--- config.mk ---
export PLATFORM = sky130hd
export DESIGN_NAME = sync_fifo_param
export DESIGN_NICKNAME = d
export VERILOG_FILES = /design/src/rtl/sync_fifo_param.sv
export SDC_FILE = /design/constraint.sdc
export NUM_CORES = 1
export LEC_CHECK = 0
export CELL_PAD_IN_SITES_DETAIL_PLACEMENT = 1
export CELL_PAD_IN_SITES_GLOBAL_PLACEMENT = 1
export CORE_ASPECT_RATIO = 0.5
export CORE_MARGIN = 1
export CORE_UTILIZATION = 41
export CTS_CLUSTER_DIAMETER = 150
export DETAILED_ROUTE_END_ITERATION = 8
export DONT_BUFFER_PORTS = 1
export PLACE_DENSITY = 0.64
export SYNTH_ARGS = -nofsm -noshare
export SYNTH_HDL_FRONTEND = slang
export SYNTH_SLANG_ARGS = --single-unit
--- constraint.sdc ---
create_clock -name clk -period 4.3 [get_ports clk]
set_input_delay 0.215 -clock clk [delete_from_list [all_inputs] [get_ports clk]]
set_output_delay 0.215 -clock clk [all_outputs]
set_load 0.005 [all_outputs]
--- src/rtl/sync_fifo_param.sv ---
// sync_fifo_param: parametrised single-clock FIFO, 2^ADDR_W x DATA_W, registered read, occupancy, ack/err pulses.
// Ports: clk, reset (sync, active-high) | wr_en, din -> write side | rd_en -> dout (1-cycle latency)
//        full, empty, data_count: status decoded from occupancy | wr_ack/wr_err, rd_ack/rd_err: previous-cycle outcome
//        almost_full, almost_empty: only when SYNC_FIFO_ALMOST_FLAGS_EN is defined (threshold ALMOST_TH)
module sync_fifo_param #(
  parameter int DATA_W    = 32,
  parameter int ADDR_W    = 3,
  parameter int ALMOST_TH = 1
) (
  input  logic              clk,
  input  logic              reset,
  input  logic              wr_en,
  input  logic [DATA_W-1:0] din,
  input  logic              rd_en,
  output logic [DATA_W-1:0] dout,
  output logic              full,
  output logic              empty,
  output logic [ADDR_W:0]   data_count,
  output logic              wr_ack,
  output logic              wr_err,
  output logic              rd_ack,
  output logic              rd_err
`ifdef SYNC_FIFO_ALMOST_FLAGS_EN
  ,
  output logic              almost_full,
  output logic              almost_empty
`endif
);
  localparam int DEPTH = 1 << ADDR_W;
  if (ALMOST_TH < 1 || ALMOST_TH > DEPTH - 1) begin : g_bad_almost_th
    $error("sync_fifo_param: ALMOST_TH out of range");
  end
  logic [DATA_W-1:0] mem_q [DEPTH];
  logic [ADDR_W-1:0] wr_ptr_q, wr_ptr_d, rd_ptr_q, rd_ptr_d;
  logic [ADDR_W:0]   cnt_q, cnt_d;
  logic [DATA_W-1:0] dout_q, dout_d;
  logic              wr_ack_q, wr_err_q, rd_ack_q, rd_err_q;
  logic              wr_acc, rd_acc;
  logic [DEPTH-1:0]  wr_sel;
  assign full   = cnt_q == (ADDR_W+1)'(DEPTH);
  assign empty  = cnt_q == '0;
  // a full FIFO still takes a write when a read frees the slot on the same edge
  assign rd_acc = rd_en & ~empty;
  assign wr_acc = wr_en & (~full | rd_acc);
  assign wr_sel = {{(DEPTH-1){1'b0}}, wr_acc} << wr_ptr_q;
  always_comb begin
    wr_ptr_d = wr_acc ? wr_ptr_q + 1'b1 : wr_ptr_q;
    rd_ptr_d = rd_acc ? rd_ptr_q + 1'b1 : rd_ptr_q;
    cnt_d    = cnt_q + (ADDR_W+1)'(wr_acc) - (ADDR_W+1)'(rd_acc);
    dout_d   = rd_acc ? mem_q[rd_ptr_q] : dout_q;
  end
  always_ff @(posedge clk) begin
    for (int i = 0; i < DEPTH; i++)
      if (wr_sel[i]) mem_q[i] <= din;
  end
  always_ff @(posedge clk) begin
    if (reset) begin
      wr_ptr_q <= '0;
      rd_ptr_q <= '0;
      cnt_q    <= '0;
      dout_q   <= '0;
      wr_ack_q <= 1'b0;
      wr_err_q <= 1'b0;
      rd_ack_q <= 1'b0;
      rd_err_q <= 1'b0;
    end else begin
      wr_ptr_q <= wr_ptr_d;
      rd_ptr_q <= rd_ptr_d;
      cnt_q    <= cnt_d;
      dout_q   <= dout_d;
      wr_ack_q <= wr_acc;
      wr_err_q <= wr_en & ~wr_acc;
      rd_ack_q <= rd_acc;
      rd_err_q <= rd_en & ~rd_acc;
    end
  end
  assign dout       = dout_q;
  assign data_count = cnt_q;
  assign wr_ack     = wr_ack_q;
  assign wr_err     = wr_err_q;
  assign rd_ack     = rd_ack_q;
  assign rd_err     = rd_err_q;
`ifdef SYNC_FIFO_ALMOST_FLAGS_EN
  assign almost_full  = cnt_q >= (ADDR_W+1)'(DEPTH - ALMOST_TH);
  assign almost_empty = cnt_q <= (ADDR_W+1)'(ALMOST_TH);
`endif
endmodule

# After elaboration in Yosys (flattened, before gate mapping)

Memory sizes are Yosys's and may differ from the RTL's. A register that Yosys moved wholly into a read port is not among the register bits.
Index checks and enable logic that the tools add are counted.

Register bits: 14
Memory bits (writable): 256
Input port bits: 36
Output and inout port bits: 42
Logic and storage cells: 40
Memories: 1

$add $sub $neg: 4
Eq/ne operators: 1
Shift operators: 1
Muxes and demuxes: 16
Bitwise logic cells: 9
Reduce and logical (&&, ||, !) cells: 1

Memory list:

| name  | words | width | read ports | clocked after memory_dff | write ports | RTL line | source |
|---|---|---|---|---|---|---|---|
| mem_q | 8     | 32    | 1          | 1                        | 8           | 33       | `logic [DATA_W-1:0] mem_q [DEPTH];` |

Operators with widths:

| operator                                    | count |
|---|---|
| 2-to-1 mux 1 bit                            | 16 |
| << shifter 1 x 3 -> 8 bit                   | 1 |
| adder 3 x 1 -> 3 bit, second input constant | 2 |
| adder 4 x 1 -> 4 bit                        | 1 |
| AND 1 bit                                   | 4 |
| == test 4 bit, second input constant        | 1 |
| zero test 4 bit                             | 1 |
| NOT 1 bit                                   | 4 |
| subtractor 4 x 1 -> 4 bit                   | 1 |
| bitwise OR 1 bit                            | 1 |

# Depth between registers and ports, before layout

Word-level depth: 8
Mapped depth: 13
Mapped depth without buffers: 11

# Least setup slack after synthesis

No wires, ideal clock.

Path type: register -> register
Start point: reg cnt_q[2] (netlist: data_count[2])
End point: mem mem_q[0][0], enable pin
Setup time: 0.461 ns
Arrival time: 3.423 ns
Required time: 3.839 ns
Slack: 0.416 ns
Cell stages (with the launch flop): 7
Buffers on the path: 0
Period minus slack after synthesis: 3.884 ns
Cell sequence: dfxtp_1 > inv_1 > ha_1 > or3b_2 > o21ai_2 > or2_2 > nor3_1

RTL lines:

| item                   | RTL line | source |
|---|---|---|
| start, declared        | 35       | `logic [ADDR_W:0] cnt_q, cnt_d;` |
| start signal, assigned | 69       | `cnt_q <= cnt_d;` |
| end, declared          | 33       |  |

# Final worst setup path

Start point: reg cnt_q[2] (netlist: data_count[2])
End point: reg cnt_q[1] (netlist: data_count[1])

Cells in the longest elaborated chain, start to end: 7
Elaborated cells on any way between the ends: 9
Classes of those cells: add/sub (2); eq/ne (1); bitwise (5); reduce/logical (1)

RTL lines:

| item                          | RTL line | source |
|---|---|---|
| zero test 4 bit               | 41       | `assign empty = cnt_q == '0;` |
| NOT 1 bit                     | 43       | `assign rd_acc = rd_en & ~empty;` |
| AND 1 bit                     | 43       |  |
| bitwise OR 1 bit              | 44       | `assign wr_acc = wr_en & (~full \| rd_acc);` |
| AND 1 bit                     | 44       |  |
| adder 4 x 1 -> 4 bit          | 49       | `cnt_d = cnt_q + (ADDR_W+1)'(wr_acc) - (ADDR_W+1)'(rd_acc);` |
| subtractor 4 x 1 -> 4 bit (*) | 49       |  |

Mark *: on every way between the ends. The rest lies on a longest branch, timed or not.
A chain may end at the register's enable or synchronous reset.

==> results.json <==
{
  "gp_routability_congestion": 0.734,
  "vias_per_cell": 5.31,
  "maximum_vdd_ir_drop_v": 0.000326,
  "clock_tree_from_tritoncts": "built",
  "cp_max_fo": 35,
  "routed.top_layer": "met4",
  "worst_setup_path_end_kind": "flop",
  "timing.critical_path.cells": "inv_1, ha_1, or3b_1, nand2_2, buf_4, nand2_1, o21ai_1, ha_1, inv_1, fa_1, nor2_1, dlygate4sd3_1",
  "critPathBufInv": 4,
  "grt_antenna_before_repair": 3,
  "power.share.switching_pct": 29.0,
  "routed_length_on_met2_microns": 11300,
  "synth_enable_flop_cells": 256,
  "fill_cells": 2597,
  "cts-resized-gates": 0,
  "fin_area_sq_um": 13200,
  "overflow": 0,
  "worst_path_largest_cell_delay_ns": 0.54,
  "wirelength_microns": 24600,
  "timing.critical_path.from_type": "flop",
  "gr-usage-all-layers_pct": 17.6,
  "cts_root_buffer": "clkbuf_16",
  "clock_latency_on_the_worst_skew_pair_ns": 0.55,
  "cts-root-to-sink-buffers": 3,
  "syn-mean-instance-area_sq_um": 16.4,
  "worst_path_dominant_cell_family": "buffers and inverters",
  "most_frequent_cells_in_the_layout": "edfxtp_1 (256), mux2i_1 (129), a22oi_1 (64)",
  "final-setup-viol-count": 0,
  "via_count_of_the_first_global_routing_pass": 6430,
  "die_width_microns": 239,
  "wl_per_cell_microns": 21.7,
  "global_route_wire_length_before_repair_microns": 38100,
  "max_freq_ghz": 0.297,
  "power.share.sequential_pct": 48.3,
  "drive_gt1_share_pct": 9.23,
  "synth-seq-cells": 302,
  "hold_path.class": "primary input to flop",
  "comb_power_share_pct": 20.6,
  "p_leak_nw": 4.25,
  "floorplan.die_area_sq_um": 28800,
  "critPathRequiredTime_ns": 4.73,
  "tns_ns": 0,
  "maxCapViolCount": 0,
  "p_int_mw": 5.44,
  "drc_errors_left": 0,
  "max-slew-margin-rel_pct": 21.4,
  "htreeDepth": 1,
  "stdcell_count": 1135,
  "cell_area_reported_after_detailed_placement_sq_um": 11900,
  "via_count": 6030,
  "maxSlewViolCount": 0,
  "synthesis_warnings": 0,
  "path_clk_slew_ns": 0.07,
  "tritoncts_buffer_count": 28,
  "synthesized_netlist_cell_count": 701,
  "yosys_most_used_dff": "edfxtp_1",
  "ys_types": 32,
  "postSynth.asyncResetShare_pct": 0,
  "design.final.nets": 780,
  "wl_met3_microns": 1410,
  "syn_area_sq_um": 11500,
  "sequential_cell_area_fraction_in_the_yosys_report_pct": 74.7,
  "clkPwrFrac_pct": 31.1,
  "outcome": "finished, final reports clean",
  "route.antenna.remaining_nets": 0,
  "power_mw": 7.66,
  "floorplan.die.height_microns": 121,
  "numPlacedInstances": 1043,
  "period_minus_slack_ns": 3.37,
  "post-route-period-util_pct": 78.4,
  "start_util_pct": 42.6,
  "worstPathArrival_ns": 3.80,
  "drt-pass1-iter-count": 4,
  "tightest_slew_ns": 1.18,
  "final_hold_viol_count": 0,
  "netlist_top_cells_area": "edfxtp_1 (67%), mux2i_1 (11%), dfxtp_1 (8.0%), a22oi_1 (4.2%), a21oi_1 (1.5%)",
  "drt-initial-drc-count": 396,
  "clkSinkCount": 302,
  "core_area_sq_um": 27000,
  "placement_rows": 42,
  "dp.final_hpwl_microns": 13800,
  "rsz0062_at_grt": "no",
  "area_added_between_synthesis_and_finish_pct": 14.3,
  "placement.io_buffers": 0,
  "netlist.area_leader.share_pct": 66.7,
  "power.net_switching_mw": 2.22,
  "layout.cells.most_common": "edfxtp_1",
  "path_class": "flop to flop",
  "syn-num-nets": 745,
  "grt_start_max_net_pins": 48,
  "worst_clock_skew_ns": 0.0149,
  "ioPinCount": 78,
  "timing.critical_path.slowest_stage_cell": "dlygate4sd3_1",
  "pwr_density_cell_nw_per_um2": 582,
  "final_util_pct": 48.7,
  "wirelength_met1_microns": 11600,
  "post-synth-top-area-cell": "edfxtp_1"
}
==> metal layers <==
| layer | vias up | GRT usage [%] |
|---|---|---|
| li1 | 2778 | - |
| met1 | 3095 | 24.6 |
| met2 | 125 | 28.3 |
| met3 | 32 | 3.93 |
| met4 | 0 | 3.73 |
| met5 | - | 0 |
==> what timing repair did <==
| item | 4_1_cts | 5_1_grt |
|---|---|---|
| buffers inserted | 0 | 0 |
| hold buffers | 37 | 0 |
| hold endpoints to repair | 302 | 0 |
==> through the flow <==
stage	hold WS (ns)	worst slack, ns
2_1_floorplan	0.314	0.416
3_3_place_gp	0.291	1.53
3_5_place_dp	0.289	1.40
4_1_cts	0.108	0.880
5_1_grt	0.143	0.685
6_report	0.109	0.929
==> cell families after synthesis <==
group,synth area share (%)
and+or+nand+nor,4.19
buffers and inverters,2.53
DFF,74.7
adders and majority gates,0.934
AOI/OAI and AO/OA,6.01
muxes,11.2
xor gates and xnor gates,0.380
==> registers in the layout (all words and copies together) (netlist names) <==
signal      flops
wr_ptr_q        3
mem_q         256
rd_ptr_q        3
rd_err          1
dout           32
wr_ack          1
wr_err          1
rd_ack          1
data_count      4
==> path summary, 6_finish.rpt <==
path	startpoint	to	slack, ns	cells after the start
max	data_count[2]$_SDFF_PP0_	data_count[1]$_SDFF_PP0_	0.93	12
min	rd_en	wr_ack$_SDFF_PP0_	0.11	3
max reg2reg	data_count[2]$_SDFF_PP0_	data_count[1]$_SDFF_PP0_	0.93	12
min reg2reg	wr_ptr_q[0]$_SDFFE_PP0P_	wr_ptr_q[0]$_SDFFE_PP0P_	0.51	2
==> Yosys cell counts, drive strengths merged, types with 3 or more instances <==
master / number
ha: 7
nor2: 48
inv: 7
nand2b: 3
nor2b: 4
xor2: 3
dfxtp: 46
buf: 31
mux2i: 129
edfxtp: 256
nor3: 35
nand2: 6
a21oi: 35
a22oi: 64
clkbuf: 12
==> worst reg2reg max path: cells and delay by family, from the launching register on <==
kind / cells / cell delay [ns]
AOI/OAI and AO/OA: 1 / 0.16
adders and majority gates: 3 / 0.89
buffers and inverters: 4 / 1.17
DFF: 1 / 0.32
and+or+nand+nor: 4 / 0.73
==> power by group through the flow <==
stage	sequential, mW	combinational (mW)	clock (mW)
floorplan	3.63	1.32	0
global placement	3.76	1.48	0
detailed placement	3.77	1.52	0
CTS	3.71	1.61	2.44
global route	3.74	1.76	2.54
finish	3.70	1.58	2.38
==> final cells by class <==
class	instances	area, sq um	area share [%]
Sequential cell	302	8610	65.4
Multi-Input combinational cell	349	2700	20.5
Clock buffer	42	783	5.95
Timing Repair Buffer	48	483	3.67
Tap cell	374	468	3.55
Clock inverter	10	88.8	0.675
Inverter	7	26.3	0.200
Antenna cell	3	7.51	0.0570
Note: power is estimated with default switching activity, not from simulation.
